--- config.mk ---
export PLATFORM = sky130hd
export DESIGN_NAME = counter_display_driver
export DESIGN_NICKNAME = d
export VERILOG_FILES = /design/src/rtl/counter_display_driver.sv
export SDC_FILE = /design/constraint.sdc
export NUM_CORES = 1
export LEC_CHECK = 0
export CORE_MARGIN = 2
export CORE_UTILIZATION = 40
export DETAILED_ROUTE_END_ITERATION = 6
export PLACE_DENSITY = 0.73
export RECOVER_POWER = 100
export SETUP_SLACK_MARGIN = 0.4
export SYNTH_ARGS = -nofsm -noshare
export SYNTH_HDL_FRONTEND = slang
export SYNTH_SLANG_ARGS = --single-unit
--- constraint.sdc ---
create_clock -name i_clk -period 2.3 [get_ports i_clk]
set_clock_uncertainty 0.05 [all_clocks]
set_input_delay 0.46 -clock i_clk [delete_from_list [all_inputs] [get_ports i_clk]]
set_output_delay 0.46 -clock i_clk [all_outputs]
set_load 0.01 [all_outputs]
--- src/rtl/counter_display_driver.sv ---
// counter_display_driver: up/down counter of hex or BCD nibble digits, counted on rising edges of a debounced step.
// It also drives a registered 7-segment glyph for each digit, with optional blanking of leading zero digits.
module counter_display_driver #(
    parameter int DIGITS         = 2,
    parameter bit DECIMAL        = 1'b0,
    parameter bit SEG_ACTIVE_LOW = 1'b1,
    parameter bit BLANK_LEADING  = 1'b0
) (
    input  logic                  i_clk,
    input  logic                  i_rstN,
    input  logic                  i_step,
    input  logic                  i_down,
    input  logic                  i_clear,
    input  logic                  i_load,
    input  logic [4*DIGITS-1:0]   i_loadValue,
    output logic [4*DIGITS-1:0]   o_count,
    output logic                  o_wrap,
    output logic [7*DIGITS-1:0]   o_segments
);
    localparam logic [3:0] MAX_DIGIT = DECIMAL ? 4'd9 : 4'd15;

    logic [4*DIGITS-1:0] count_q, count_d, step_count, load_clamped;
    logic [7*DIGITS-1:0] seg_q, seg_d;
    logic                wrap_q, wrap_d, step_prev_q, step_edge, ripple, blank;

    function automatic logic [6:0] glyph(input logic [3:0] d);
        case (d)
            4'h0: glyph = 7'h3F;
            4'h1: glyph = 7'h06;
            4'h2: glyph = 7'h5B;
            4'h3: glyph = 7'h4F;
            4'h4: glyph = 7'h66;
            4'h5: glyph = 7'h6D;
            4'h6: glyph = 7'h7D;
            4'h7: glyph = 7'h07;
            4'h8: glyph = 7'h7F;
            4'h9: glyph = 7'h6F;
            4'hA: glyph = 7'h77;
            4'hB: glyph = 7'h7C;
            4'hC: glyph = 7'h39;
            4'hD: glyph = 7'h5E;
            4'hE: glyph = 7'h79;
            default: glyph = 7'h71;
        endcase
    endfunction

    assign step_edge = i_step & ~step_prev_q;

    // Per-digit ripple; with MAX_DIGIT=15 this is plain binary arithmetic.
    always_comb begin
        ripple = 1'b1;
        step_count = count_q;
        load_clamped = i_loadValue;
        for (int n = 0; n < DIGITS; n++) begin
            step_count[4*n+:4] = !ripple ? count_q[4*n+:4] :
                                 i_down ? ((count_q[4*n+:4] == 4'd0) ? MAX_DIGIT : count_q[4*n+:4] - 4'd1) :
                                          ((count_q[4*n+:4] == MAX_DIGIT) ? 4'd0 : count_q[4*n+:4] + 4'd1);
            ripple = ripple & (i_down ? (count_q[4*n+:4] == 4'd0) : (count_q[4*n+:4] == MAX_DIGIT));
            load_clamped[4*n+:4] = (DECIMAL && i_loadValue[4*n+:4] > 4'd9) ? 4'd9 : i_loadValue[4*n+:4];
        end
    end

    assign count_d = i_clear ? '0 : i_load ? load_clamped : step_edge ? step_count : count_q;
    assign wrap_d  = ~i_clear & ~i_load & step_edge & ripple;

    // Scan from the top digit so blank tracks "this and all higher digits are zero".
    always_comb begin
        blank = 1'b1;
        seg_d = '0;
        for (int n = DIGITS - 1; n >= 0; n--) begin
            blank = blank & (count_q[4*n+:4] == 4'd0);
            seg_d[7*n+:7] = ((BLANK_LEADING && n > 0 && blank) ? 7'h00 : glyph(count_q[4*n+:4])) ^ {7{SEG_ACTIVE_LOW}};
        end
    end

    always_ff @(posedge i_clk or negedge i_rstN) begin
        if (!i_rstN) begin
            count_q     <= '0;
            wrap_q      <= 1'b0;
            seg_q       <= {7*DIGITS{SEG_ACTIVE_LOW}};
            step_prev_q <= 1'b1;
        end else begin
            count_q     <= count_d;
            wrap_q      <= wrap_d;
            seg_q       <= seg_d;
            step_prev_q <= i_step;
        end
    end

    assign o_count    = count_q;
    assign o_wrap     = wrap_q;
    assign o_segments = seg_q;
endmodule
**Yosys cells after proc, flatten, opt, wreduce, memory -nomap -nowiden**

Memory sizes are Yosys's and may differ from the RTL's.
Cells that the tools add are included.

- Reductions and logical operators: 5
- Bitwise gates (word level): 10
- Mux-type cells: 12
- Add/sub/neg operators: 4
- Equal/unequal tests: 2

Operators with widths:

| cell | number |
|---|---|
| 2-to-1 mux 4 bit | 7 |
| 2-to-1 mux 8 bit | 3 |
| inverter 7 bit | 2 |
| adder 4 x 1 -> 4 bit (second input constant) | 2 |
| equality test 4 bit (second input constant) | 2 |
| logical NOT 4 bit | 2 |
| subtractor 4 x 1 -> 4 bit (second input constant) | 2 |
| nonzero test 3 bit | 2 |
| bitwise AND 1 bit | 5 |
| inverter 1 bit | 3 |
| 2-to-1 mux 1 bit | 2 |
| AND reduction 2 bit | 1 |

- Input bits: 14
- Bits in read-only memories: 224
- Bits in registers: 24
- Word-level logic and storage cells: 40
- Memories: 2

Memory list:

| memory | depth | width | rd ports | clocked after Yosys merged registers in | write ports | line | source |
|---|---|---|---|---|---|---|---|
| (no name shown) | 16 | 7 | 1 | 0 | 0 | 27 | `case (d)` |
| (no name shown) | 16 | 7 | 1 | 0 | 0 | 27 |  |

**Depth between registers and ports, before layout**

- Depth after elaboration: 7
- Mapped depth: 8
- Depth with buffers taken out: 7

**Worst setup path after synthesis**

OpenSTA, ideal clock, no wires.

- Path type: register to register
- Start: register count_q[4] (netlist: o_count[4])
- End: register count_q[6] (netlist: o_count[6])
- Setup time: 0.122 ns
- Setup slack: 0.222 ns
- Cell stages (with the launch flop): 7
- Data arrival time: 1.907 ns
- Buffers on the path: 1
- Path through: dfrtp_1 buf_2 inv_1 ha_1 ha_1 or4_1 a32o_1

- Cells in the longest elaborated chain, start to end: 7
- Elaborated cells between the ends (all ways): 11

RTL lines:

| item | line | source |
|---|---|---|
| start: declaration | 22 | `logic [4*DIGITS-1:0] count_q, count_d, step_count, load_clamped;` |
| start signal: assignment | 83 | `count_q <= count_d;` |
| adder 4 x 1 -> 4 bit (tied with other cells) | 57 | `((count_q[4*n+:4] == MAX_DIGIT) ? 4'd0 : count_q[4*n+:4] + 4'd1);` |
| 2-to-1 mux 4 bit, on equally long branches | 57, 56 |  |
| 2-to-1 mux 4 bit (*) | 56 | `i_down ? ((count_q[4*n+:4] == 4'd0) ? MAX_DIGIT : count_q[4*n+:4] - 4'd1) :` |
| 2-to-1 mux 4 bit (*) | 55 | `step_count[4*n+:4] = !ripple ? count_q[4*n+:4] :` |
| 2-to-1 mux 8 bit (*) (3 in a row) | 63 | `assign count_d = i_clear ? '0 : i_load ? load_clamped : step_edge ? step_count : count_q;` |

Every way passes the cells marked *; elsewhere a longest branch is shown, timed or not. The select of a mux whose other input is x is not followed.
A chain may end at the register's enable or synchronous reset.

**Worst setup path in the final report**

- Start: register count_q[1] (netlist: o_count[1])
- End: output port o_count[1]

RTL lines:

| item | line | source |
|---|---|---|
| end: declaration | 16 | `output logic [4*DIGITS-1:0] o_count,` |

No word-level cell between the ends.

==> reports/metrics.yaml <==
outcome: "completed"
synth_top_area_share_pct: 24.3
startpoint_type: "flop"
clkTransAtPathRegs_ns: 0.08
die_h_um: 67.7
synth_ff_type: "dfstp_2"
cp-end-kind: "primary output"
place_hpwl_um: 2730
io_buffers: 36
path_cells: "dlygate4sd3_1"
postCtsHoldBufs: 0
setup_viol: 0
num_io_pins: 37
initial_core_util_pct: 41.2
synth_area_leader_cell: "dfstp_2"
grt_pass1_vias: 1313
cpPeakStageDelay_ns: 0.66
cts_buffers: 3
grt_max_degree: 25
path_class: "reg -> out"
powerDensity_nw_per_um2: 565
max_freq_mhz: 510
cts.sinks: 24
critPathArrivalTime_ns: 1.45
antenna_found_initial: 0
worstMarginPinSlew_ns: 0.343
power.leakage_nw: 0.892
overflow: 0
htree_levels: 1
vdd_ir_drop_max_mv: 0.215
placed_cell_area_um2: 2080
cp.required_ns: 1.79
hp-class: "reg -> reg"
layout.nets: 250
core_area_um2: 3940
holdWs_ns: 0.555
slew_violations: 0
ys_warn_count: 0
finalSetupTns_ns: 0
layout_setup_ws_ns: 0.338
synthToLayoutAreaGrowth_pct: 33.3
grt_pass1_wl_um: 6350
die_w_um: 67.7
synth_edf_count: 0
die_area_um2: 4580
drt-pass1-iter-count: 4
antennaDiodeCount: 0
ys_ff_latch: 24
ant_nets: 0
cap_violations: 0
rsz0062_at_grt: "no"
final_area_um2: 2160
clkLatencyLatePin_ns: 0.26
path_delay_family: "buffers and inverters"
crit_buf_inv: 1
vias: 1556
drtIter0Drc: 58
worst-path-max-fanout: 10
rows: 23
syn_area_per_cell_um2: 8.92
yosysUniqueCellTypes: 47
avgRoutedWirePerCell_um: 14.0
synth_area_um2: 1620
ys_async_sr_fraction_pct: 100
ys_seq_area_share_pct: 38.2
yosys-top-cells-count: "o21ai_0 (20), a21oi_1 (16), dfstp_2 (15)"
slew_headroom_pct: 77.1
wl_um: 3820
viasPerCell: 5.70
syn_inst: 182
route.detailed.drc: 0
ctsRootBufferMaster: "clkbuf_8"
crit_slowest_cell: "dlygate4sd3_1"
place_ws_ns: 0.192
synth_most_common_cell: "o21ai_0"
fin_crit_sh_pct: 85.3
synth_area_leaders: "dfstp_2 (24%), dfrtp_1 (14%), ha_1 (9.3%)"
clk_path_buf_depth: 2
track_usage_pct: 18.0
synthesis.nets: 208
fin_crit_ns: 1.96
post-route-util_pct: 54.9
hold_viol_final: 0
drive_gt1_share_pct: 17.5
gp_congestion: 0.909
cts_tree: "built"
through the flow:
stage | instances | total power [mW]
floorplan | 182 | 0.784
global placement | 264 | 0.976
detailed placement | 264 | 0.981
CTS | 270 | 1.24
global route | 273 | 1.30
finish | 273 | 1.22
final timing paths:
check	startpoint	to	slack (ns)	cells past startpoint
max	o_count[1]	o_count[1]	0.34	1
min	o_count[7]	o_segments[8]	0.56	1
max reg2reg	o_count[1]	o_count[6]	0.36	6
min reg2reg	o_count[7]	o_segments[8]	0.56	1
max in group asynchronous	i_rstN	o_segments[6]	1.34	2
min in group asynchronous	i_rstN	o_count[4]	0.57	2
worst reg2reg max path, stage by stage (launching register included):
cell and delay, ns:
dfrtp_1 0.54, inv_1 0.15, ha_1 0.28, and4bb_1 0.24, o21ai_2 0.21, a21oi_1 0.12
a32o_1 0.25
cells by family after synthesis:
family | Yosys count | share of synthesized area (%)
AO/OA/AOI/OAI | 69 | 27.5
flip-flops | 24 | 38.2
AND/OR/NAND/NOR | 47 | 16.0
multiplexers | 4 | 2.47
buffers and inverters | 26 | 6.55
adder cells (fa/ha/maj) | 12 | 9.25
what timing repair did:
action,CTS,global route
gates cloned,0,0
gates resized for setup,4,5
endpoints found under the hold margin,0,0
setup endpoints to repair,6,9
buffers inserted,2,3
registers in the layout, summed over array words and instances (netlist names):
| register | cells |
|---|---|
| o_wrap | 1 |
| o_segments | 14 |
| o_count | 8 |
| step_prev_q | 1 |
cell usage in the layout (no fill, tap or decap), types with 3 or more instances in the layout:
master           count
o211ai_1             3
nand2_1              9
nand2b_1             9
o221ai_1             3
ha_1                11
dfstp_2             15
buf_4               14
mux2i_1              4
dfrtp_1              7
clkbuf_8             3
a21oi_1             16
dlygate4sd3_1       21
inv_1                8
a221oi_1             3
nor2_1              10
clkdlybuf4s50_1     14
nand3_1              5
o21ai_0             21
a32o_1               4
area by class of cell:
cell class | instances | area, um^2
fillers | 372 | 1780
multi-input cells | 132 | 910
well taps | 50 | 62.6
flip-flops and latches | 24 | 622
repair buffers | 51 | 477
inverters | 12 | 47.5
clock buffers | 4 | 45.0
per-layer routing:
metal / routed length (um) / up-vias / GRT usage [%]
met2: 1690 / 75 / 26.8
met1: 1830 / 726 / 27.9
li1: - / 753 / -
met5: 0 / - / 0
met3: 273 / 2 / 1.17
met4: 30 / 0 / 4.59
power by group:
| part | total [mW] | switching, mW | internal (mW) |
|---|---|---|---|
| Combinational | 0.434 | 0.221 | 0.213 |
| Clock | 0.252 | 0.129 | 0.123 |
| Sequential | 0.536 | 0.0322 | 0.503 |
| Total | 1.22 | 0.382 | 0.840 |
Power figures use the tool's default switching activity.
